File: src/rtl/placar_pkg.sv
// Shared types and result codes for the match scoreboard (placar_partida).
package placar_pkg;

  typedef enum logic {JOGANDO, FIM} estado_t;

  localparam logic [1:0] VENC_NENHUM = 2'b00;
  localparam logic [1:0] VENC_P1     = 2'b01;
  localparam logic [1:0] VENC_P2     = 2'b10;
  localparam logic [1:0] VENC_EMPATE = 2'b11;

endpackage

File: src/rtl/placar_partida_detector_borda.sv
// Rising-edge detector: one-cycle pulso on each 0->1 transition of din.
module detector_borda (
  input  logic clock,
  input  logic reset,
  input  logic din,
  output logic pulso
);

  logic r_din_q;

  always_ff @(posedge clock or posedge reset) begin
    if (reset) r_din_q <= 1'b0;
    else       r_din_q <= din;
  end

  assign pulso = din & ~r_din_q;

endmodule

File: src/rtl/placar_partida.sv
// Match scoreboard: counts round wins, drives a two-ended LED bar, flags winner/draw.
// Optional LED blinking of the winner's half in FIM when PLACAR_PISCA_EN is defined.
module placar_partida
  import placar_pkg::*;
#(
  parameter  int LED_W     = 16,
  parameter  int MAX_PTS   = 8,
  parameter  int BLINK_DIV = 25_000_000,
  localparam int PW        = $clog2(MAX_PTS + 1)
) (
  input  logic             clock,
  input  logic             reset,
  input  logic             p1vic,
  input  logic             p2vic,
  input  logic             novo_jogo,
  output logic [LED_W-1:0] LED,
  output logic [PW-1:0]    p1pontos,
  output logic [PW-1:0]    p2pontos,
  output logic             fim,
  output logic [1:0]       vencedor
);

  localparam logic [PW-1:0] MAXP = PW'(MAX_PTS);
  localparam int HALF = LED_W / 2;

  if (LED_W % 2 != 0) begin : g_chk_even
    $error("placar_partida: LED_W must be even");
  end
  if (MAX_PTS > HALF) begin : g_chk_max
    $error("placar_partida: MAX_PTS must not exceed LED_W/2");
  end
  if (BLINK_DIV < 1) begin : g_chk_div
    $error("placar_partida: BLINK_DIV must be >= 1");
  end

  logic w_ev1, w_ev2;

  detector_borda u_borda_p1 (.clock(clock), .reset(reset), .din(p1vic), .pulso(w_ev1));
  detector_borda u_borda_p2 (.clock(clock), .reset(reset), .din(p2vic), .pulso(w_ev2));

  estado_t          r_st,   w_st_n;
  logic [PW-1:0]    r_p1,   w_p1_n;
  logic [PW-1:0]    r_p2,   w_p2_n;
  logic             r_fim,  w_fim_n;
  logic [1:0]       r_venc, w_venc_n;
  logic [LED_W-1:0] r_led,  w_led_n;

`ifdef PLACAR_PISCA_EN
  localparam int CW = (BLINK_DIV > 1) ? $clog2(BLINK_DIV) : 1;
  localparam logic [CW-1:0] CNT_TOP = CW'(BLINK_DIV - 1);
  logic          r_fase, w_fase_n;
  logic [CW-1:0] r_cnt,  w_cnt_n;
`endif

  always_comb begin
    w_st_n   = r_st;
    w_p1_n   = r_p1;
    w_p2_n   = r_p2;
    w_fim_n  = r_fim;
    w_venc_n = r_venc;
`ifdef PLACAR_PISCA_EN
    w_fase_n = r_fase;
    w_cnt_n  = r_cnt;
`endif
    // novo_jogo takes priority; any edge in the same cycle is discarded
    if (novo_jogo) begin
      w_st_n   = JOGANDO;
      w_p1_n   = '0;
      w_p2_n   = '0;
      w_fim_n  = 1'b0;
      w_venc_n = VENC_NENHUM;
`ifdef PLACAR_PISCA_EN
      w_fase_n = 1'b1;
      w_cnt_n  = '0;
`endif
    end else if (r_st == JOGANDO) begin
      if (w_ev1 && r_p1 < MAXP) w_p1_n = r_p1 + PW'(1);
      if (w_ev2 && r_p2 < MAXP) w_p2_n = r_p2 + PW'(1);
      if (w_p1_n == MAXP || w_p2_n == MAXP) begin
        w_st_n   = FIM;
        w_fim_n  = 1'b1;
        w_venc_n = {w_p2_n == MAXP, w_p1_n == MAXP};
`ifdef PLACAR_PISCA_EN
        w_fase_n = 1'b1;
        w_cnt_n  = '0;
`endif
      end
    end else begin
`ifdef PLACAR_PISCA_EN
      if (r_cnt == CNT_TOP) begin
        w_cnt_n  = '0;
        w_fase_n = ~r_fase;
      end else begin
        w_cnt_n  = r_cnt + CW'(1);
      end
`endif
    end

    // LED image is derived from the next scores so it updates with them
    w_led_n = '0;
    for (int i = 0; i < HALF; i++) begin
      if (i < int'(w_p1_n)) w_led_n[i]           = 1'b1;
      if (i < int'(w_p2_n)) w_led_n[LED_W-1-i]   = 1'b1;
    end
`ifdef PLACAR_PISCA_EN
    if (w_st_n == FIM && !w_fase_n) begin
      if (w_venc_n[0]) w_led_n[HALF-1:0]     = '0;
      if (w_venc_n[1]) w_led_n[LED_W-1:HALF] = '0;
    end
`endif
  end

  always_ff @(posedge clock or posedge reset) begin
    if (reset) begin
      r_st   <= JOGANDO;
      r_p1   <= '0;
      r_p2   <= '0;
      r_fim  <= 1'b0;
      r_venc <= VENC_NENHUM;
      r_led  <= '0;
`ifdef PLACAR_PISCA_EN
      r_fase <= 1'b1;
      r_cnt  <= '0;
`endif
    end else begin
      r_st   <= w_st_n;
      r_p1   <= w_p1_n;
      r_p2   <= w_p2_n;
      r_fim  <= w_fim_n;
      r_venc <= w_venc_n;
      r_led  <= w_led_n;
`ifdef PLACAR_PISCA_EN
      r_fase <= w_fase_n;
      r_cnt  <= w_cnt_n;
`endif
    end
  end

  assign LED      = r_led;
  assign p1pontos = r_p1;
  assign p2pontos = r_p2;
  assign fim      = r_fim;
  assign vencedor = r_venc;

endmodule

File: config.mk
export PLATFORM = sky130hd
export DESIGN_NAME = placar_partida
export DESIGN_NICKNAME = d
export VERILOG_FILES = /design/src/rtl/placar_pkg.sv /design/src/rtl/placar_partida_detector_borda.sv /design/src/rtl/placar_partida.sv
export SDC_FILE = /design/constraint.sdc
export NUM_CORES = 1
export LEC_CHECK = 0
export ABC_AREA = 1
export BUFFER_PORTS_ARGS = -buffer_cell sky130_fd_sc_hd__buf_2
export CORE_ASPECT_RATIO = 0.75
export CORE_MARGIN = 2
export CORE_UTILIZATION = 41
export DETAILED_ROUTE_END_ITERATION = 10
export PLACE_DENSITY = 0.66
export SLEW_MARGIN = 20
export SYNTH_ARGS = -nofsm -noshare
export SYNTH_HDL_FRONTEND = slang
export SYNTH_SLANG_ARGS = --single-unit
File: constraint.sdc
create_clock -name clock -period 1.2 [get_ports clock]
set_input_delay 0.24 -clock clock [delete_from_list [all_inputs] [get_ports clock]]
set_output_delay 0.24 -clock clock [all_outputs]
set_load 0.1 [all_outputs]
Word level (Yosys, flattened, before mapping)
Cells that the tools add are included.
{ "classes": {"shifts": 0, "order_cmp": 18, "n_reduce_logical": 5, "addsub": 2, "n_mul": 0, "muxes": 35, "bitwise": 4, "div_mod_pow": 0, "eq_ne": 3} }
{ "op_table": {"columns": ["operator", "n"], "rows": [
  ["4-bit two-way mux", 10],
  ["3-bit by 4-bit less-than comparator with 1-bit output, first input constant", 8],
  ["1-bit two-way mux", 22],
  ["1-bit by 4-bit less-than comparator with 1-bit output, first input constant", 4],
  ["2-bit by 4-bit less-than comparator with 1-bit output, first input constant", 4],
  ["4-bit by 1-bit adder with 4-bit output, second input constant", 2],
  ["4-bit equality test, second input constant", 2],
  ["4-bit less-than comparator, second input constant", 2],
  ["2-bit two-way mux", 3],
  ["1-bit AND", 2],
  ["1-bit logical AND", 2],
  ["2-bit != test, second input constant", 1],
  ["1-bit NOT", 2],
  ["2-bit AND reduction", 1],
  ["2-bit nonzero test", 1],
  ["1-bit logical OR", 1]
]} }
{ "word_totals": {"mem_count": 0, "elab_cells": 75, "reg_bits": 30, "rom_bits": 0, "out_inout_bits": 27, "mem_bits_rw": 0, "latch_bits": 0, "in_bits": 5} }

Longest topological paths before layout
Gate-level depths: netlist (run 1).
{ "logic_depth": {"depth_word": 11, "ltp_mapped": 13, "ltp_nobuf": 13} }

Hierarchy
Synthesis (run 1) repeated with hierarchy kept, for this count alone.
{ "unflattened": {"hier_cells": 152, "hier_area_um2": 1290.0} }
{ "by_module_without_submodules": {"columns": ["mod", "area_per_inst_um2", "seq_area_each_um2", "cells_each", "n_inst"], "rows": [
  ["placar_partida", 1212.4, 650.6, 144, 1],
  ["detector_borda", 38.8, 25.0, 4, 2]
]} }

Worst setup path before layout (run 1)
Ideal clock, no wire load.
{ "synth_path": {"path_type": "register -> register", "startpoint": "register r_p2[1] (netlist: p2pontos[1])", "endpoint": "register r_venc[0] (netlist: vencedor[0])", "path_slack_ps": -826, "required_ps": 1078, "path_buffers": 0, "setup_time_ps": 122, "synth_period_minus_slack_ps": 2026, "path_stages_with_launch": 13, "t_arrival_ps": 1904, "path_cell_list": "dfrtp_1 > ha_1 > inv_1 > nand2_1 > nand2_1 > nand2_1 > nand2_1 > nor2_2 > nand2_2 > nand3_2 > nand2_2 > nand2_1 > nand2_1"} }
{ "synth_via": {"elab_chain_cells": 9, "word_cells_on_any_way": 10, "classes_between": "1 x add/sub; 1 x order compare; 1 x eq/ne; 3 x mux; 4 x reduce/logical"} }
{ "synth_lines": {"columns": ["element", "line_no", "source"], "rows": [
  ["start, declared", "placar_partida.sv:43", "logic [PW-1:0] r_p2, w_p2_n;"],
  ["start signal, assigned", "placar_partida.sv:128", "r_p2 <= w_p2_n;"],
  ["4-bit less-than comparator", "placar_partida.sv:78", "if (w_ev2 && r_p2 < MAXP) w_p2_n = r_p2 + PW'(1);"],
  ["1-bit logical AND", "placar_partida.sv:78", null],
  ["4-bit two-way mux *", "placar_partida.sv:78", null],
  ["4-bit two-way mux *", "placar_partida.sv:76", "end else if (r_st == JOGANDO) begin"],
  ["4-bit two-way mux *", "placar_partida.sv:66", "if (novo_jogo) begin"],
  ["4-bit equality test *", "placar_partida.sv:79", "if (w_p1_n == MAXP || w_p2_n == MAXP) begin"],
  ["1-bit logical OR *", "placar_partida.sv:79", null],
  ["2-bit nonzero test (no source line) *", null, null],
  ["2-bit AND reduction (no source line) *", null, null],
  ["end signal, assigned", "placar_partida.sv:130", "r_venc <= w_venc_n;"],
  ["end, declared", "placar_partida.sv:45", "logic [1:0] r_venc, w_venc_n;"]
]} }
Every way passes the cells marked *; elsewhere a longest branch is shown, timed or not. The select of a mux whose other input is x is not followed.
A chain may end at the register's enable or synchronous reset.

Final worst setup path (run 1)
{ "layout_path": {"startpoint": "register r_p2[1] (netlist: p2pontos[1])", "endpoint": "register r_st"} }
{ "layout_via": {"elab_chain_cells": 10, "word_cells_on_any_way": 11, "classes_between": "1 x add/sub; 1 x order compare; 1 x eq/ne; 6 x mux; 2 x reduce/logical"} }
{ "layout_lines": {"columns": ["element", "line_no", "source"], "rows": [
  ["4-bit less-than comparator", "placar_partida.sv:78", null],
  ["1-bit logical AND", "placar_partida.sv:78", null],
  ["4-bit two-way mux *", "placar_partida.sv:78", null],
  ["4-bit two-way mux *", "placar_partida.sv:76", null],
  ["4-bit two-way mux *", "placar_partida.sv:66", null],
  ["4-bit equality test *", "placar_partida.sv:79", null],
  ["1-bit logical OR *", "placar_partida.sv:79", null],
  ["1-bit two-way mux *", "placar_partida.sv:79", null],
  ["1-bit two-way mux *", "placar_partida.sv:76", null],
  ["1-bit two-way mux *", "placar_partida.sv:66", null],
  ["via w_st_n", "placar_partida.sv:41", "estado_t r_st, w_st_n;"],
  ["end signal, assigned", "placar_partida.sv:126", "r_st <= w_st_n;"],
  ["end, declared", "placar_partida.sv:41", null]
]} }
The timed path passes the listed nets; every way through them passes the cells marked *. The select of a mux whose other input is x is not followed.

==> results.py, run 1 <==
metrics = {
    "pwr": {
        "switching_share_pct": 29.7,
        "p_int_mw": 1.62,
        "powerDensity_nw_per_um2": 937,
        "power.switching_uw": 685,
        "clockPowerShare_pct": 32.6,
        "combPwrFrac_pct": 23.8,
        "ir_drop_uv": 931,
        "power.leakage_nw": 1.20,
        "power_frac_seq_pct": 43.7,
    },
    "layout": {
        "final_common_cell": "buf_12",
        "n_fill_cell": 188,
        "areaGrowthSynthToFinish_pct": 79.9,
        "postLayoutCoreUtil_pct": 75.8,
        "regArea_um2": 731,
        "final_cell_mix": "buf_12 (27), nand2_1 (21), dfrtp_1 (20), nand2_2 (20), buf_4 (16)",
        "fin_area_um2": 2460,
        "multi_input_area_um2": 702,
        "nNetsFinal": 217,
        "antenna_cells": 0,
        "drive_gt1_share_pct": 66.5,
    },
    "sta": {
        "skew_ps": 3.83,
        "setup_viol": 31,
        "slew_viol_final": 0,
        "period_share_pct": 125,
        "rsz0062_at_grt": "true",
        "period_minus_slack_ps": 1510,
        "holdWs_ps": 147,
        "tns_ps": -6080,
        "hold_viol": 0,
        "max_slew.worst_pin.slew_ps": 331,
        "clock.fmax_mhz": 664,
        "setup_slack_ps": -306,
        "slew_headroom_pct": 77.7,
    },
    "drt": {
        "via_count": 1211,
        "drt_first_pass_iters": 4,
        "drt_drc_violations_left": 0,
        "drt-total-wl_um": 3440,
        "via_per_inst": 4.86,
        "wl_per_cell_um": 13.8,
        "dr.first_iter.drc_count": 103,
        "ant_nets": 0,
    },
    "die": {
        "initial_utilization_pct": 42.1,
        "core_um2": 3240,
        "rows": 18,
        "die_y_um": 54.0,
        "die_area_um2": 3820,
        "ios": 32,
        "die_x_um": 70.7,
    },
    "global_routing": {
        "grt_pass1_wl_um": 5380,
        "first_global_vias": 1227,
        "gr-usage-all-layers_pct": 18.4,
        "grt_overflow_total": 0,
        "grt_max_degree": 17,
        "antenna_found_initial": 0,
    },
    "clocking": {
        "cts_buffers": 3,
        "clock-sinks": 28,
        "cts_buffer_depth": 2,
        "clkTransAtPathRegs_ps": 100,
        "cts_root_buf": "clkbuf_8",
        "worstSkewPairLatency_ps": 270,
        "cts-htree-levels": 1,
        "cts_tree": "built",
    },
    "hold_path": {
        "holdCritStartpoint": "p1vic",
        "whs_endpoint": "u_borda_p1.r_din_q$_DFF_PP0_",
        "min_path_type": "in2reg",
        "holdPathStages": 1,
    },
    "status": {
        "status": "complete, but fails checks",
        "violations": "negative setup slack",
    },
    "place": {
        "routabilityCongestion": 0.813,
        "numPortBuffers": 31,
        "dpl_cell_area_um2": 2190,
        "dp_hpwl_um": 2470,
    },
    "synthesis": {
        "ys_ff_latch": 28,
        "ys.flop_type": "dfrtp_1",
        "synth-edff-count": 0,
        "syn_area_um2": 1370,
        "synth_nets": 159,
        "async_flop_share_pct": 100,
        "synth_cell_types": 24,
        "yosys_warnings": 0,
        "yosys.area.top_type_share_pct": 51.3,
        "yosysSeqAreaShare_pct": 51.3,
        "ys_top_cells_by_area": "dfrtp_1 (51%), nand2_1 (10%), inv_1 (4.7%), nand2_2 (3.7%), nand3_2 (2.9%)",
        "synthCells": 152,
        "syn_area_per_cell_um2": 8.99,
        "yosys.area.top_type": "dfrtp_1",
    },
    "worst_setup_path": {
        "cp-end-kind": "flip-flop",
        "reg2reg_from": "p2pontos[1]$_DFF_PP0_",
        "worstSetupPathType": "reg2reg",
        "rr_endpoint": "r_st$_DFF_PP0_",
        "cp_max_fo": 4,
        "rrSetupSlack_ps": -310,
        "critPathRequiredTime_ps": 1380,
        "cp.arrival_ps": 1680,
        "reg2reg_depth": 11,
        "startpoint_type": "flip-flop",
    },
    "job": {
        "drv_cap": 0,
    },
}
-- layout make-up --
type / instances / share of cell area (%)
clock buffer: 3 / 1.68
clock inverter: 1 / 1.22
inverter: 26 / 4.53
multi-input combinational: 94 / 28.6
sequential: 28 / 29.7
tap: 40 / 2.04
timing repair buffer: 57 / 32.2
-- metrics by stage --
step / setup slack [ps] / cells / power (mW)
2_1_floorplan: -370 / 152 / 1.33
3_3_place_gp: -215 / 242 / 1.51
3_5_place_dp: -266 / 242 / 1.52
4_1_cts: -269 / 247 / 2.29
5_1_grt: -378 / 249 / 2.39
6_report: -306 / 249 / 2.30
-- power by group through the flow --
| stage | Clock [mW] | Combinational, mW | Sequential, mW |
|---|---|---|---|
| 3_5_place_dp | 0 | 0.499 | 1.02 |
| 6_report | 0.750 | 0.547 | 1.01 |
| 4_1_cts | 0.761 | 0.519 | 1.01 |
| 3_3_place_gp | 0 | 0.491 | 1.02 |
| 5_1_grt | 0.801 | 0.576 | 1.01 |
| 2_1_floorplan | 0 | 0.119 | 1.21 |
-- flip-flops by register name (all words and copies together), names as in the netlist --
signal              count
p2pontos                3
fim                     1
u_borda_p2.r_din_q      1
r_st                    1
u_borda_p1.r_din_q      1
p1pontos                3
vencedor                2
LED                    16
-- worst max-delay path: stages, from the launching register on --
cell and delay (ps):
dfrtp_4 520, ha_4 180, inv_2 50, nand2_2 50, nand2_2 70, nand2_2 60
nand2_1 80, nor2_2 40, nand2_2 110, nand2_2 80, o21ai_2 110, inv_1 50
-- cell usage after synthesis, types with 3 or more instances --
master / n
nand2_1: 37
dfrtp_1: 28
inv_1: 17
nand2_2: 8
nor2_1: 8
inv_2: 7
nand3_1: 6
nor2_2: 6
a21oi_2: 4
nand3_2: 4
a21oi_1: 3
nand4_1: 3
o21ai_0: 3
o21ai_1: 3
o21ai_2: 3
-- kinds of logic after synthesis --
| logic type | count (synthesis) | synth area share, % |
|---|---|---|
| AOI/OAI and AO/OA | 17 | 8.70 |
| buffers and inverters | 30 | 10.3 |
| and+or+nand+nor | 75 | 27.8 |
| adders and majority gates | 2 | 1.83 |
| DFF | 28 | 51.3 |
-- metal layers --
layer | wire length, um | share of wire, % | track usage (%)
met1 | 1500 | 44 | 23.7
met5 | 0 | 0 | 0
met3 | 176 | 5.1 | 5.81
met4 | 35 | 1.0 | 4.09
met2 | 1730 | 50 | 31.1
-- how the worst max path moves through the flow --
| stage | to | depth (start not counted) | from |
|---|---|---|---|
| 5_1_grt | vencedor[1]$_DFFE_PP0P_ | 11 | p2pontos[1]$_DFF_PP0_ |
| 6_report | r_st$_DFF_PP0_ | 11 | p2pontos[1]$_DFF_PP0_ |
| 3_3_place_gp | vencedor[0]$_DFFE_PP0P_ | 9 | p2pontos[1]$_DFF_PP0_ |
| 2_1_floorplan | vencedor[0]$_DFFE_PP0P_ | 13 | p1pontos[1]$_DFF_PP0_ |
| 4_1_cts | vencedor[1]$_DFFE_PP0P_ | 9 | p1pontos[1]$_DFF_PP0_ |
| 3_5_place_dp | vencedor[1]$_DFFE_PP0P_ | 13 | p1pontos[1]$_DFF_PP0_ |
-- what timing repair did --
item                                    in CTS  in global routing
hold buffers                                 1                  0
resized for setup                           21                 28
endpoints found under the setup margin      33                 34
endpoints found under the hold margin       28                  0
pin swaps                                    7                 14
setup buffers                                0                  2
(Power assumes the default switching activity.)
==> inputs of run 2 (changes only) <==
--- a/config.mk
+++ b/config.mk
@@ -11,7 +11,7 @@
 export CORE_MARGIN = 2
 export CORE_UTILIZATION = 41
 export DETAILED_ROUTE_END_ITERATION = 10
-export PLACE_DENSITY = 0.66
+export PLACE_DENSITY_LB_ADDON = 0.25
 export SLEW_MARGIN = 20
 export SYNTH_ARGS = -nofsm -noshare
 export SYNTH_HDL_FRONTEND = slang
==> run 2 against run 1 <==
Count of clock-buffer cells in the layout did not move. The flow still finishes with violations (negative setup slack). Critical path depth fell by 3. Final area rose by 1.9%. Non-clock buffer count rose by 5. Via count rose by 2.2%. Clock power barely moved. Power rose by 0.81%.
==> results.py, run 2 (same netlist as run 1, synthesis figures left out) <==
metrics = {
    "drt": {
        "dr.first_iter.drc_count": 56,
        "wl_met1_um": 1610,
        "drt_first_pass_iters": 4,
        "ant_nets": 0,
        "via_per_inst": 4.87,
        "wl_per_cell_um": 15.5,
        "top_layer_used": "met4",
        "wl_met2_um": 2040,
        "wl_met3_um": 234,
        "via_count": 1238,
        "drt_drc_violations_left": 0,
        "drt-total-wl_um": 3930,
    },
    "place": {
        "numPortBuffers": 31,
        "post-place-ws_ps": -299,
        "routabilityCongestion": 0.931,
        "dp_hpwl_um": 2590,
    },
    "sta": {
        "hold_viol": 0,
        "setup_slack_ps": -350,
        "clock.fmax_mhz": 645,
        "period_share_pct": 129,
        "slew_headroom_pct": 75.3,
        "slew_viol_final": 0,
        "setup_viol": 31,
        "period_minus_slack_ps": 1550,
        "tns_ps": -7270,
        "rsz0062_at_grt": "true",
        "max_slew.worst_pin.slew_ps": 371,
        "skew_ps": 8.76,
    },
    "job": {
        "drv_cap": 0,
    },
    "global_routing": {
        "grt_pass1_wl_um": 5870,
        "grt_overflow_total": 0,
        "antenna_found_initial": 0,
        "gr-usage-all-layers_pct": 20.3,
        "first_global_vias": 1238,
        "grt_max_degree": 29,
    },
    "die": {
        "ios": 32,
        "die_y_um": 54.0,
        "rows": 18,
        "initial_utilization_pct": 42.1,
        "core_um2": 3240,
        "die_x_um": 70.7,
        "die_area_um2": 3820,
    },
    "worst_setup_path": {
        "critPathRequiredTime_ps": 1380,
        "reg2reg_depth": 8,
        "worstSetupPathType": "reg2reg",
        "critPathMaxStageDelay_ps": 510,
        "path_cells": "ha_4 -> nand4_1 -> nand2_1 -> nor2_2 -> nand2_2 -> nand2_2 -> o21ai_2 -> inv_1",
        "crit_family": "flip-flops",
        "cp_max_fo": 3,
        "rrSetupSlack_ps": -350,
        "crit_top_cell": "nand2_2",
        "cp-end-kind": "flip-flop",
        "startpoint_type": "flip-flop",
        "cp.arrival_ps": 1730,
        "worst_path_max_delay_cell": "dfrtp_4",
        "path_depth": 8,
        "critPathBufInv": 1,
    },
    "clocking": {
        "cts_tree": "built",
        "cts_buffers": 3,
        "worstSkewPairLatency_ps": 280,
        "clkTransAtPathRegs_ps": 100,
        "cts_buffer_depth": 2,
        "cts_root_buf": "clkbuf_8",
        "clock-sinks": 28,
        "cts-htree-levels": 1,
        "cts-hold-fix-buffers": 0,
    },
    "layout": {
        "final_cell_mix": "buf_12 (27), nand2_1 (24), dfrtp_1 (19), buf_4 (19), nand2_2 (18)",
        "final_common_cell": "buf_12",
        "postLayoutCoreUtil_pct": 77.2,
        "antenna_cells": 0,
        "drive_gt1_share_pct": 66.4,
        "areaGrowthSynthToFinish_pct": 83.3,
        "largest_reg_flops": 16,
        "nNetsFinal": 222,
        "n_fill_cell": 195,
    },
    "pwr": {
        "clockPowerShare_pct": 32.4,
        "power.switching_uw": 697,
        "switching_share_pct": 30.0,
        "combPwrFrac_pct": 24.3,
        "p_int_mw": 1.62,
        "power.leakage_nw": 1.22,
        "power_frac_seq_pct": 43.3,
        "powerDensity_nw_per_um2": 927,
        "ir_drop_uv": 770,
    },
    "hold_path": {
        "min_path_type": "in2async",
    },
    "status": {
        "status": "complete, but fails checks",
        "violations": "negative setup slack",
    },
}
[run 2: final timing paths]
| path | startpoint | to |
|---|---|---|
| hold reg to reg | vencedor[0]$_DFFE_PP0P_ | vencedor[0]$_DFFE_PP0P_ |
| min in group clock | p1vic | u_borda_p1.r_din_q$_DFF_PP0_ |
| max in group asynchronous | reset | p1pontos[0]$_DFF_PP0_ |
| setup / recovery | p2pontos[1]$_DFF_PP0_ | r_st$_DFF_PP0_ |
| setup reg to reg | p2pontos[1]$_DFF_PP0_ | r_st$_DFF_PP0_ |
| hold / removal | reset | LED[3]$_DFF_PP0_ |
[run 2: repair_timing]
item | 4_1_cts | 5_1_grt
pin swaps | 14 | 19
hold endpoints to repair | 0 | 0
buffers inserted | 3 | 5
gates resized for setup | 27 | 23
endpoints found under the setup margin | 32 | 34
[run 2: area by class of cell]
| type | count | area, um^2 | area share (%) |
|---|---|---|---|
| clock inverters | 1 | 30.0 | 1.20 |
| flip-flops and latches | 28 | 732 | 29.2 |
| multi-input cells | 94 | 704 | 28.1 |
| clock buffers | 3 | 41.3 | 1.65 |
| repair buffers | 62 | 838 | 33.5 |
| inverters | 26 | 109 | 4.35 |
| well taps | 40 | 50.0 | 2.00 |
[run 2: power by group through the flow]
stage	clock, mW	combinational [mW]	sequential (mW)
floorplan	0	0.119	1.21
global placement	0	0.488	1.02
detailed placement	0	0.499	1.02
CTS	0.772	0.530	1.01
global route	0.812	0.592	1.01
finish	0.753	0.564	1.00
[run 2: worst reg2reg max path: stages, from the launching register on]
cell	delay (ps)
dfrtp_4	510
ha_4	270
nand4_1	140
nand2_1	140
nor2_2	40
nand2_2	110
nand2_2	80
o21ai_2	120
inv_1	50
[run 2: stage by stage]
step           area (um^2)  std cells  hold slack [ps]  total power, mW
3_5_place_dp          2190        243              328             1.52
6_report              2500        254             4.70             2.32
2_1_floorplan         1450        152              271             1.33
3_3_place_gp          2190        243              316             1.51
4_1_cts               2390        250             15.5             2.31
5_1_grt               2500        254             50.9             2.41
[run 2: routing by layer]
metal / GRT usage (%) / up-vias
met2: 36.5 / 36
met1: 24.7 / 604
met4: 3.77 / 0
met5: 0 / -
met3: 6.37 / 4
li1: - / 594
